==> config.mk <==
export PLATFORM = sky130hd
export DESIGN_NAME = seg7_scan_ctrl_flat
export DESIGN_NICKNAME = d
export VERILOG_FILES = /design/src/rtl/seg7_pkg.sv /design/src/rtl/seg7_scan_ctrl_if.sv /design/src/rtl/bcd_seg7_dec.sv /design/src/rtl/seg7_scan_ctrl.sv /design/src/flat_wrapper.sv
export SDC_FILE = /design/constraint.sdc
export NUM_CORES = 1
export LEC_CHECK = 0
export CAP_MARGIN = 10
export CORE_ASPECT_RATIO = 0.9
export CORE_UTILIZATION = 37
export CTS_CLUSTER_SIZE = 10
export DETAILED_ROUTE_END_ITERATION = 8
export PLACE_DENSITY = 0.68
export SETUP_SLACK_MARGIN = 0.4
export SLEW_MARGIN = 40
export SYNTH_ARGS = -nofsm -noshare
export SYNTH_HDL_FRONTEND = slang
export SYNTH_HIERARCHICAL = 1
export SYNTH_SLANG_ARGS = --single-unit
==> constraint.sdc <==
create_clock -name clk -period 1.93 [get_ports clk]
set_input_delay 0.193 -clock clk [delete_from_list [all_inputs] [get_ports clk]]
set_output_delay 0.193 -clock clk [all_outputs]
set_load 0.01 [all_outputs]
==> src/rtl/seg7_pkg.sv <==
// Shared constants for the 4-digit seven-segment scan controller.
// Segment patterns are {g,f,e,d,c,b,a}, active low.
package seg7_pkg;

   localparam int unsigned NUM_DIGITS = 4;
   localparam int unsigned NIB_W      = 4;
   localparam int unsigned SEG_W      = 7;
   localparam int unsigned IDX_W      = 2;
   localparam int unsigned DATA_W     = NUM_DIGITS * NIB_W;

   localparam logic [SEG_W-1:0] SEG_0     = 7'b1000000;
   localparam logic [SEG_W-1:0] SEG_1     = 7'b1111001;
   localparam logic [SEG_W-1:0] SEG_2     = 7'b0100100;
   localparam logic [SEG_W-1:0] SEG_3     = 7'b0110000;
   localparam logic [SEG_W-1:0] SEG_4     = 7'b0011001;
   localparam logic [SEG_W-1:0] SEG_5     = 7'b0010010;
   localparam logic [SEG_W-1:0] SEG_6     = 7'b0000010;
   localparam logic [SEG_W-1:0] SEG_7     = 7'b1111000;
   localparam logic [SEG_W-1:0] SEG_8     = 7'b0000000;
   localparam logic [SEG_W-1:0] SEG_9     = 7'b0010000;
   localparam logic [SEG_W-1:0] SEG_BLANK = 7'h7F;

endpackage

==> src/rtl/seg7_scan_ctrl_if.sv <==
// Host-side load bus and display-side drive signals of the scan controller.
//   master : host/bench side (drives load, data_in, dp_in, blank_lz)
//   slave  : controller side (drives seg_n, dp_n, an_n, frame_done)
interface seg7_scan_ctrl_if;
   import seg7_pkg::*;

   logic                  load;
   logic [DATA_W-1:0]     data_in;
   logic [NUM_DIGITS-1:0] dp_in;
   logic                  blank_lz;
   logic [SEG_W-1:0]      seg_n;
   logic                  dp_n;
   logic [NUM_DIGITS-1:0] an_n;
   logic                  frame_done;

   modport master (
      output load, data_in, dp_in, blank_lz,
      input  seg_n, dp_n, an_n, frame_done
   );

   modport slave (
      input  load, data_in, dp_in, blank_lz,
      output seg_n, dp_n, an_n, frame_done
   );

endinterface

==> src/rtl/bcd_seg7_dec.sv <==
// Combinational BCD to seven-segment decoder, active-low segments.
//   bcd   : 4-bit digit value
//   seg_n : {g,f,e,d,c,b,a}; non-decimal codes 10..15 give all segments off
module bcd_seg7_dec
   import seg7_pkg::*;
(
   input  logic [NIB_W-1:0] bcd,
   output logic [SEG_W-1:0] seg_n
);

   always_comb begin
      seg_n = SEG_BLANK;
      case (bcd)
         4'd0:    seg_n = SEG_0;
         4'd1:    seg_n = SEG_1;
         4'd2:    seg_n = SEG_2;
         4'd3:    seg_n = SEG_3;
         4'd4:    seg_n = SEG_4;
         4'd5:    seg_n = SEG_5;
         4'd6:    seg_n = SEG_6;
         4'd7:    seg_n = SEG_7;
         4'd8:    seg_n = SEG_8;
         4'd9:    seg_n = SEG_9;
         default: seg_n = SEG_BLANK;
      endcase
   end

endmodule

==> src/rtl/seg7_scan_ctrl.sv <==
// Time-multiplexed 4-digit seven-segment scan controller.
//   clk, rst : system clock, asynchronous active-high reset
//   bus      : slave side of seg7_scan_ctrl_if
//              (load/data_in/dp_in/blank_lz in; seg_n/dp_n/an_n/frame_done out)
// Parameters: CLK_DIV clocks per digit slot (>= 4), DEAD_CYC blanking clocks
// at the start of each slot (< CLK_DIV).
module seg7_scan_ctrl
   import seg7_pkg::*;
#(
   parameter int unsigned CLK_DIV  = 50000,
   parameter int unsigned DEAD_CYC = 2
) (
   input  logic               clk,
   input  logic               rst,
   seg7_scan_ctrl_if.slave    bus
);

   localparam int unsigned CNT_W = $clog2(CLK_DIV);

   logic [CNT_W-1:0]      cnt;
   logic [IDX_W-1:0]      idx;
   logic                  tick;
   logic                  frame_end;

   logic [DATA_W-1:0]     act_data;
   logic [NUM_DIGITS-1:0] act_dp;
   logic [DATA_W-1:0]     pend_data;
   logic [NUM_DIGITS-1:0] pend_dp;
   logic                  pend_valid;

   logic [NIB_W-1:0]      cur_nib;
   logic [SEG_W-1:0]      dec_seg;
   logic [NUM_DIGITS-1:0] lz_blank;
   logic                  zero_above;
   logic                  dead;

   logic [SEG_W-1:0]      seg_q;
   logic                  dp_q;
   logic [NUM_DIGITS-1:0] an_q;
   logic                  fd_q;

   assign tick      = (cnt == CNT_W'(CLK_DIV - 1));
   assign frame_end = tick && (idx == IDX_W'(NUM_DIGITS - 1));
   assign dead      = (cnt < CNT_W'(DEAD_CYC));
   assign cur_nib   = act_data[{idx, 2'b00} +: NIB_W];

   // Slot prescaler and digit index
   always_ff @(posedge clk or posedge rst) begin
      if (rst) begin
         cnt <= '0;
         idx <= '0;
      end else if (tick) begin
         cnt <= '0;
         idx <= idx + IDX_W'(1);
      end else begin
         cnt <= cnt + CNT_W'(1);
      end
   end

   // Double-buffered display data; active only changes at a frame boundary.
   // A load coinciding with the boundary goes straight to active so it is
   // neither delayed a frame nor later overwritten by stale pending data.
   always_ff @(posedge clk or posedge rst) begin
      if (rst) begin
         act_data   <= '0;
         act_dp     <= '0;
         pend_data  <= '0;
         pend_dp    <= '0;
         pend_valid <= 1'b0;
      end else if (frame_end) begin
         pend_valid <= 1'b0;
         if (bus.load) begin
            act_data <= bus.data_in;
            act_dp   <= bus.dp_in;
         end else if (pend_valid) begin
            act_data <= pend_data;
            act_dp   <= pend_dp;
         end
      end else if (bus.load) begin
         pend_data  <= bus.data_in;
         pend_dp    <= bus.dp_in;
         pend_valid <= 1'b1;
      end
   end

   // Leading-zero mask: digit i blanks when it and all higher digits are zero
   always_comb begin
      lz_blank   = '0;
      zero_above = 1'b1;
      for (int i = int'(NUM_DIGITS) - 1; i > 0; i--) begin
         zero_above  = zero_above & (act_data[i*NIB_W +: NIB_W] == 4'd0);
         lz_blank[i] = bus.blank_lz & zero_above;
      end
   end

   bcd_seg7_dec u_dec (
      .bcd   (cur_nib),
      .seg_n (dec_seg)
   );

   // Registered display drive; everything dark during the dead time
   always_ff @(posedge clk or posedge rst) begin
      if (rst) begin
         seg_q <= SEG_BLANK;
         dp_q  <= 1'b1;
         an_q  <= '1;
         fd_q  <= 1'b0;
      end else begin
         fd_q <= frame_end;
         if (dead) begin
            seg_q <= SEG_BLANK;
            dp_q  <= 1'b1;
            an_q  <= '1;
         end else begin
            seg_q <= lz_blank[idx] ? SEG_BLANK : dec_seg;
            dp_q  <= ~act_dp[idx];
            an_q  <= ~(NUM_DIGITS'(1) << idx);
         end
      end
   end

   assign bus.seg_n      = seg_q;
   assign bus.dp_n       = dp_q;
   assign bus.an_n       = an_q;
   assign bus.frame_done = fd_q;

endmodule

==> src/flat_wrapper.sv <==
// flat-port wrapper written by rule: the top's interface ports become plain ports
module seg7_scan_ctrl_flat import seg7_pkg::*;
#(
   parameter int unsigned CLK_DIV  = 50000,
   parameter int unsigned DEAD_CYC = 2
)
  (clk, rst, bus_load, bus_data_in, bus_dp_in, bus_blank_lz, bus_seg_n, bus_dp_n, bus_an_n, bus_frame_done);
  seg7_scan_ctrl_if bus_i ();
  input  logic clk;
  input  logic rst;
  input wire logic [$bits(bus_i.load)-1:0] bus_load;
  input wire logic [$bits(bus_i.data_in)-1:0] bus_data_in;
  input wire logic [$bits(bus_i.dp_in)-1:0] bus_dp_in;
  input wire logic [$bits(bus_i.blank_lz)-1:0] bus_blank_lz;
  output wire logic [$bits(bus_i.seg_n)-1:0] bus_seg_n;
  output wire logic [$bits(bus_i.dp_n)-1:0] bus_dp_n;
  output wire logic [$bits(bus_i.an_n)-1:0] bus_an_n;
  output wire logic [$bits(bus_i.frame_done)-1:0] bus_frame_done;
  assign bus_i.load = bus_load;
  assign bus_i.data_in = bus_data_in;
  assign bus_i.dp_in = bus_dp_in;
  assign bus_i.blank_lz = bus_blank_lz;
  assign bus_seg_n = bus_i.seg_n;
  assign bus_dp_n = bus_i.dp_n;
  assign bus_an_n = bus_i.an_n;
  assign bus_frame_done = bus_i.frame_done;
  seg7_scan_ctrl #(.CLK_DIV(CLK_DIV), .DEAD_CYC(DEAD_CYC)) u_core (.clk(clk), .rst(rst), .bus(bus_i));
endmodule
==> Word level (Yosys, flattened, before mapping) <==
Memory sizes are Yosys's and may differ from the RTL's.
Cells that the tools add are included.
{ "op_classes": {"muxes": 15, "n_bitwise": 8, "n_eq_ne": 2, "n_lt_le_gt_ge": 2, "shifts": 2, "n_reduce_logical": 8, "n_addsub": 2} }
{ "op_table": {"columns": ["cell", "count"], "rows": [
  ["16-bit 2-to-1 mux", 3],
  ["16-bit by 1-bit adder with 16-bit output, second input constant", 1],
  ["16-bit equality test, second input constant", 1],
  ["16-bit by 2-bit < comparator with 1-bit output, second input constant", 1],
  ["16-bit by 5-bit variable part select with 4-bit output", 1],
  ["7-bit 2-to-1 mux", 2],
  ["4-bit zero test", 3],
  ["4-bit 2-to-1 mux", 3],
  ["1-bit bitwise AND", 5],
  ["1-bit 2-to-1 mux", 5],
  ["1-bit binary-select mux with 2-bit select", 2],
  ["4-bit inverter", 1],
  ["2-bit AND reduction", 2],
  ["2-bit nonzero test", 2],
  ["1-bit by 2-bit << shifter with 4-bit output, first input constant", 1],
  ["2-bit by 3-bit < comparator with 1-bit output, second input constant", 1],
  ["2-bit by 1-bit adder with 2-bit output, second input constant", 1],
  ["2-bit equality test, second input constant", 1],
  ["1-bit inverter", 2],
  ["1-bit logical AND", 1]
]} }
{ "totals": {"elab_cells": 51, "rom_bits": 112, "output_inout_bits": 13, "register_bits": 72, "in_bits": 24, "n_memories": 1} }
{ "mem_list": {"columns": ["name", "depth", "word_bits", "rd", "rd_ports_with_merged_regs", "wr", "line", "source"], "rows": [
  ["(name not given)", 16, 7, 1, 0, 0, "bcd_seg7_dec.sv:13", "case (bcd)"]
]} }

==> Longest topological paths before layout <==
Gate-level depths: netlist of run 1.
{ "depth": {"depth_word": 8, "mapped_depth": 8, "ltp_nobuf": 7} }

==> Modules after synthesis <==
Netlist of run 1, hierarchy kept.
{ "by_module_without_submodules": {"columns": ["mod", "n_inst", "cells_each", "area_each_um2", "seq_area_each_um2"], "rows": [
  ["seg7_scan_ctrl", 1, 237, 3348.2, 1816.7],
  ["bcd_seg7_dec", 1, 33, 210.2, 0.0]
]} }

==> Least setup slack after synthesis of run 1 <==
No wires, ideal clock.
{ "synth_path": {"kind": "flip-flop to flip-flop", "startpoint": "register u_core.idx[1]", "endpoint": "register u_core.pend_data[0]", "stages_incl_launch_ff": 7, "path_buffers": 1, "required_ns": 1.805, "arrival_time_ns": 1.976, "period_less_slack_ns": 2.100, "setup_ns": 0.125, "setup_slack_ns": -0.170, "path_cell_list": "dfrtp_1 -> ha_1 -> or4b_1 -> nor4_4 -> nand2b_1 -> buf_6 -> mux2_2"} }
{ "synth_via": {"elab_chain_cells": 4} }
{ "synth_rtl": {"columns": ["item", "line", "source"], "rows": [
  ["from (decl)", "seg7_scan_ctrl.sv:21", "logic [IDX_W-1:0] idx;"],
  ["from (signal assigned)", "seg7_scan_ctrl.sv:54", "idx <= idx + IDX_W'(1);"],
  ["2-bit equality test", "seg7_scan_ctrl.sv:43", "assign frame_end = tick && (idx == IDX_W'(NUM_DIGITS - 1));"],
  ["1-bit logical AND", "seg7_scan_ctrl.sv:43", null],
  ["named net u_core.frame_end", "seg7_scan_ctrl.sv:23", "logic frame_end;"],
  ["1-bit inverter (no source line)", null, null],
  ["2-bit AND reduction (no source line)", null, null],
  ["to (signal assigned)", "seg7_scan_ctrl.sv:80", "pend_data <= bus.data_in;"],
  ["to (decl)", "seg7_scan_ctrl.sv:27", "logic [DATA_W-1:0] pend_data;"]
]} }
The timed path passes the listed nets, and every way through them passes these cells.
A chain may end at the register's enable or synchronous reset.

==> Final worst setup path of run 1 <==
{ "layout_path": {"startpoint": "register u_core.idx[0]", "endpoint": "register u_core.act_data[11]"} }
{ "layout_via": {"elab_chain_cells": 3} }
{ "layout_rtl": {"columns": ["item", "line", "source"], "rows": [
  ["2-bit equality test", "seg7_scan_ctrl.sv:43", null],
  ["1-bit logical AND", "seg7_scan_ctrl.sv:43", null],
  ["named net u_core.frame_end", "seg7_scan_ctrl.sv:23", null],
  ["2-bit AND reduction (no source line)", null, null],
  ["to (signal assigned)", "seg7_scan_ctrl.sv:73", "act_data <= bus.data_in;"],
  ["to (signal assigned)", "seg7_scan_ctrl.sv:76", "act_data <= pend_data;"],
  ["to (decl)", "seg7_scan_ctrl.sv:25", "logic [DATA_W-1:0] act_data;"]
]} }
The timed path passes the listed nets, and every way through them passes these cells.

==> out/results.ini, run 1 <==
[placed_design]
dp_cells = 447
portBuffers = 36
routabilityCongestion = 0.753
dp_hpwl_um = 4590

[worst_setup_path]
crit_start = u_core/idx[0]
r2r-start = u_core/idx[0]
critPathLaunchType = flip-flop
crit_fanout = 20
critPathCapture = u_core/act_data[11]
rrSetupSlack_ns = -0.17
crit_path_end_kind = flip-flop
worstPathRequired_ns = 2.16
timing.rr.end = u_core/act_data[11]
reg2reg_depth = 7
path_class = flip-flop to flip-flop
worstPathArrival_ns = 2.33

[cts]
cts_buffers = 9
cts.root.buffer_cell = clkbuf_8
cts_tree = built
clock_latency_ns = 0.35
clk_path_buf_depth = 2
clkTransAtPathRegs_ns = 0.08
cts-htree-levels = 3
cts.sinks = 72

[die]
dieWidth_um = 105
start_util_pct = 38.6
placementRows = 33
die_area_um2 = 10000
io_pins = 37
core-area_um2 = 9210
fp.dieH_um = 95.0

[global_route]
grtUsageTotal_pct = 16.0
grt_first_pass_wirelength_um = 12200
grt_max_degree = 42
grt_overflow = 0
antenna_found_initial = 0
grt_pass1_vias = 2423

[synthesis]
syn_area_per_cell_um2 = 13.2
syn_inst = 270
synth-async-reset-ratio_pct = 100
yosysWarnings = 6
synthFlopType = dfrtp_1
ys_ff_latch = 72
syn_nets = 304
ys_seq_area_share_pct = 51.1
synth.distinct_cells = 39
synth_edf_count = 0
synth_area_um2 = 3560

[final_layout]
final_core_util_pct = 53.7
layout-drive-gt1-share_pct = 48.8
layout.cells.non_filler = 483
finalNetCount = 390
area_delta_synth_final_pct = 39.0
antenna_cells = 0

[power]
clkPwrFrac_pct = 44.2
seqPwrFrac_pct = 48.1
p_total_uw = 3270
swShare_pct = 20.6
power_switching_uw = 675
pwr-share-comb_pct = 7.7
power.leakage_uw = 0.00229
power_per_cell_area_nw_per_um2 = 661
ir_worst_vdd_v = 0.000369
p_int_uw = 2590

[routing]
firstDrtPassIters = 4
drc = 0
antenna_left = 0
via_per_inst = 4.96
drt_iter0_drc = 138
wl_um = 7730
wire_per_inst_um = 16.0
vias = 2394

[timing]
hold_viol_final = 0
maxSlewViolCount = 0
fmax_mhz = 476
finalCriticalPeriod_ns = 2.10
worst_slack_ns = -0.172
rsz0062_at_grt = true
tightestPinTransition_ns = 0.548
post-route-period-util_pct = 109
setup_violations = 46
fin_skew_ns = 0.00801
max_slew_margin_pct = 63.3

[min_path]
min_path_type = primary input to async pin

[outcome]
failed_checks = setup timing
status = finished, violations left

[job]
maxCapViolCount = 0

worst max-delay path: stages (launching register included):
cell and delay [ns]:
dfrtp_1 0.36, ha_2 0.19, or4b_4 0.47, nor4_4 0.23, buf_4 0.18, o21ai_2 0.06
buf_12 0.18, mux2_4 0.30
per-stage QoR:
step | setup slack (ns) | area [µm²] | TNS (ns) | hold WS [ns]
finish | -0.172 | 4950 | -6.19 | 0.231
global route | -0.240 | 4950 | -9.62 | 0.276
CTS | -0.156 | 4700 | -5.61 | 0.238
detailed placement | -0.155 | 4290 | -5.07 | 0.490
global placement | -0.0908 | 4290 | -2.73 | 0.484
floorplan | -0.0836 | 3600 | -1.85 | 0.343
cell usage in the layout, fill, tap and decap left out, types with 10 or more instances in the layout:
| master | n |
|---|---|
| buf_4 | 31 |
| nor2_1 | 11 |
| dlygate4sd2_1 | 12 |
| clkbuf_8 | 10 |
| dfstp_2 | 12 |
| buf_6 | 12 |
| dfrtp_1 | 59 |
| mux2_4 | 40 |
| clkdlybuf4s50_1 | 24 |
| mux2_2 | 20 |
power groups by stage:
stage	combinational, µW	sequential (µW)	clock (µW)
detailed placement	214	1600	0
finish	251	1570	1440
global placement	211	1600	0
global route	272	1580	1550
floorplan	130	1590	0
CTS	228	1570	1490
routing by layer:
layer	track usage (%)	wire length, µm	vias up
li1	-	-	1136
met5	0	0	-
met2	25.4	3670	61
met4	5.28	92	0
met3	3.90	442	10
met1	21.5	3520	1187
what timing repair did:
item | 4_1_cts | 5_1_grt
pin swaps | 3 | 7
endpoints found under the setup margin | 77 | 66
resized for setup | 36 | 47
hold buffers | 0 | 0
buffers inserted | 10 | 5
cloned | 3 | 2
flip-flops by register name (all words and copies together) (netlist names):
name	flops
u_core/act_data	16
u_core/act_dp	4
u_core/bus.an_n	4
u_core/bus.dp_n	1
u_core/bus.frame_done	1
u_core/bus.seg_n	7
u_core/cnt	16
u_core/idx	2
u_core/pend_data	16
u_core/pend_dp	4
u_core/pend_valid	1
synth_stat cells (2+ instances only):
library cell	number	area (µm²)
nor2_1	18	67.6
a21oi_1	3	15.0
nand4_1	6	37.5
ha_1	10	125
xnor2_1	4	35.0
nand3b_1	8	60.1
nand2_1	14	52.6
and4_1	2	17.5
and2_1	2	12.5
dfrtp_1	60	1500
buf_6	5	56.3
mux4_2	5	113
o21ai_0	8	40.0
nand3_1	4	20.0
mux2_2	40	450
mux2_4	20	300
clkbuf_1	3	11.3
nand2b_1	6	37.5
buf_2	3	15.0
nor4_1	4	25.0
xor2_1	9	78.8
inv_1	7	26.3
and3_1	2	12.5
dfstp_2	12	315
final cells by class:
class                           instances  area [µm²]
Timing Repair Buffer                   82         773
Multi-Input combinational cell        184        1920
Inverter                                7        35.0
Clock buffer                           10         138
Fill cell                             773        4260
Clock inverter                          6         106
Tap cell                              122         153
Sequential cell                        72        1820
how the worst min path moves through the flow:
| stage | end | start | depth (start not counted) |
|---|---|---|---|
| floorplan | u_core/pend_data[0] | bus_data_in[0] | 1 |
| global placement | u_core/pend_data[0] | u_core/pend_data[0] | 1 |
| detailed placement | u_core/pend_data[10] | u_core/pend_data[10] | 1 |
| CTS | u_core/cnt[1] | rst | 2 |
| global route | u_core/cnt[1] | rst | 2 |
| finish | u_core/cnt[1] | rst | 2 |
kinds of logic after synthesis:
kind of cell | Yosys count | synth area share [%]
adder cells (fa/ha/maj) | 10 | 3.52
XOR/XNOR | 13 | 3.20
buffers and inverters | 18 | 3.06
flip-flops | 72 | 51.1
AND/OR/NAND/NOR | 76 | 12.2
AO/OA/AOI/OAI | 15 | 2.43
multiplexers | 66 | 24.5
(Power assumes the default switching activity.)
==> run 2, diff against run 1 <==
--- a/config.mk
+++ b/config.mk
@@ -5,7 +5,8 @@
 export SDC_FILE = /design/constraint.sdc
 export NUM_CORES = 1
 export LEC_CHECK = 0
-export CAP_MARGIN = 10
+export ABC_CLOCK_PERIOD_IN_PS = 1930
+export CAP_MARGIN = 20
 export CORE_ASPECT_RATIO = 0.9
 export CORE_UTILIZATION = 37
 export CTS_CLUSTER_SIZE = 10
==> results of run 2 <==
No change in the layout: final DEF, timing and power equal those of run 1.
==> run 3, diff against run 2 <==
--- a/config.mk
+++ b/config.mk
@@ -5,13 +5,13 @@
 export SDC_FILE = /design/constraint.sdc
 export NUM_CORES = 1
 export LEC_CHECK = 0
-export ABC_CLOCK_PERIOD_IN_PS = 1930
+export ABC_CLOCK_PERIOD_IN_PS = 2100
 export CAP_MARGIN = 20
 export CORE_ASPECT_RATIO = 0.9
 export CORE_UTILIZATION = 37
 export CTS_CLUSTER_SIZE = 10
 export DETAILED_ROUTE_END_ITERATION = 8
-export PLACE_DENSITY = 0.68
+export PLACE_DENSITY = 0.66
 export SETUP_SLACK_MARGIN = 0.4
 export SLEW_MARGIN = 40
 export SYNTH_ARGS = -nofsm -noshare
==> constraint.sdc (replaced) <==
create_clock -name clk -period 2.1 [get_ports clk]
set_input_delay 0.21 -clock clk [delete_from_list [all_inputs] [get_ports clk]]
set_output_delay 0.21 -clock clk [all_outputs]
set_load 0.005 [all_outputs]
==> run 3 against run 2 <==
  * The run now ends clean
  * Sequential share of layout area increased by 2.0 points
  * Cell count fell by 3.7%
  * Clock skew rose by 0.0063 ns
==> out/results.ini, run 3 (synthesis results as in run 1) <==
[final_layout]
reg_top3 = u_core/act_data x16, u_core/cnt x16, u_core/pend_data x16
layout_common_cells = dfrtp_1 (59), mux2_4 (40), clkdlybuf4s50_1 (36), buf_4 (20), mux2_2 (20)
n_fill_cell = 784
multiInputGateArea_um2 = 1850
layout_commonest_cell = dfrtp_1
area_delta_synth_final_pct = 31.9
antenna_cells = 0
finalNetCount = 372
layout-drive-gt1-share_pct = 42.3
seq_area_um2 = 1820
layout.cells.non_filler = 465

[global_route]
grt_max_degree = 73
grt_pass1_vias = 2328
antenna_found_initial = 0
grt_overflow = 0
grtUsageTotal_pct = 15.2
grt_first_pass_wirelength_um = 11400

[die]
start_util_pct = 38.6
core-area_um2 = 9210
placementRows = 33
dieWidth_um = 105
die_area_um2 = 10000
fp.dieH_um = 95.0
io_pins = 37

[worst_setup_path]
crit_path_end_kind = flip-flop
timing.rr.end = u_core/act_data[4]
critPathLaunchType = flip-flop
worstPathArrival_ns = 2.27
crit_start = u_core/idx[0]
r2r-start = u_core/idx[0]
worstPathRequired_ns = 2.33
critPathCapture = u_core/act_data[4]
reg2reg_depth = 7
rrSetupSlack_ns = 0.06
path_class = flip-flop to flip-flop
crit_fanout = 20

[placed_design]
routabilityCongestion = 0.841
dp_cells = 432
portBuffers = 36
dp_hpwl_um = 4390

[cts]
clk_path_buf_depth = 2
cts_buffers = 9
cts.sinks = 72
cts-htree-levels = 3
clkTransAtPathRegs_ns = 0.08
clock_latency_ns = 0.35
cts.root.buffer_cell = clkbuf_8
postCtsHoldBufs = 0
cts_tree = built

[routing]
vias = 2293
drt_iter0_drc = 97
antenna_left = 0
drc = 0
wl_um = 7100
wire_per_inst_um = 15.3
via_per_inst = 4.93
firstDrtPassIters = 4

[power]
power.leakage_uw = 0.00214
power_per_cell_area_nw_per_um2 = 590
ir_worst_vdd_v = 0.000286
p_total_uw = 2770

[timing]
finalCriticalPeriod_ns = 2.04
hold_viol_final = 0
maxSlewViolCount = 0
rsz0062_at_grt = true
post-route-period-util_pct = 97.2
fin_skew_ns = 0.0143
tightestPinTransition_ns = 0.587
fmax_mhz = 490
setup_violations = 0
max_slew_margin_pct = 60.5

[job]
maxCapViolCount = 0

[outcome]
status = completed

[min_path]
min_path_type = primary input to async pin

==> run 3: changes by cell type in the layout (fill, tap and decap cells not counted), moves of 2 or more <==
cell             previous run  this run
nor2_1                     11        16
nor2_4                      6         0
nand2_2                     6         0
nand2_1                     8        14
buf_6                      12         6
bufinv_16                   3         1
clkdlybuf4s50_1            24        36
dlygate4sd2_1              12         0
buf_4                      31        20
==> run 3: per-layer routing <==
layer  part of all wire [%]  GRT usage, %  vias up
met4                    2.4          7.04        0
li1                       -             -     1100
met2                     45          23.1       76
met5                      0             0        -
met1                     47          20.3     1104
met3                    5.3          4.24       13
==> run 3: power breakdown <==
| group | switching (µW) | internal [µW] | total (µW) |
|---|---|---|---|
| clock network | 542 | 553 | 1100 |
| registers | 19.3 | 1430 | 1440 |
| logic | 86.3 | 141 | 227 |
==> run 3: worst max-delay path: stages (launching register included) <==
cell and delay (ns):
dfrtp_1 0.41, ha_4 0.15, or4b_4 0.46, nor4_4 0.20, buf_4 0.17, o21ai_2 0.06
buf_12 0.17, mux2_4 0.31
==> run 3: metrics by stage <==
step	util (%)	TNS [ns]	setup slack (ns)	instance area [µm²]	hold slack, ns
final	51.0	0	0.0584	4690	0.290
after global routing	51.0	-0.00751	-0.00363	4690	0.355
after CTS	49.7	0	0.0619	4570	0.322
after detailed placement	45.3	0	0.0407	4170	0.446
after global placement	45.3	0	0.0797	4170	0.442
after floorplan	-	0	0.0864	3600	0.360
==> run 3: how the worst min path moves through the flow <==
stage                        start                  end  slack (ns)
global route                   rst        u_core/cnt[2]        0.36
floorplan           bus_data_in[0]  u_core/pend_data[0]        0.36
global placement     u_core/cnt[0]        u_core/cnt[0]        0.44
finish                         rst        u_core/cnt[2]        0.29
CTS                            rst        u_core/cnt[2]        0.32
detailed placement   u_core/cnt[0]        u_core/cnt[0]        0.45
==> run 3: cell type report <==
| class | count | share of cell area [%] |
|---|---|---|
| Clock buffer | 10 | 2.72 |
| Clock inverter | 6 | 1.44 |
| Inverter | 7 | 0.747 |
| Multi-Input combinational cell | 183 | 39.5 |
| Sequential cell | 72 | 38.7 |
| Tap cell | 122 | 3.25 |
| Timing Repair Buffer | 65 | 13.6 |
==> run 3: repair_timing <==
item / 4_1_cts / 5_1_grt
endpoints found under the setup margin: 53 / 63
gates resized for setup: 24 / 22
cloned: 3 / 0
hold endpoints to repair: 0 / 0
setup buffers: 9 / 5
pin swaps: 4 / 1
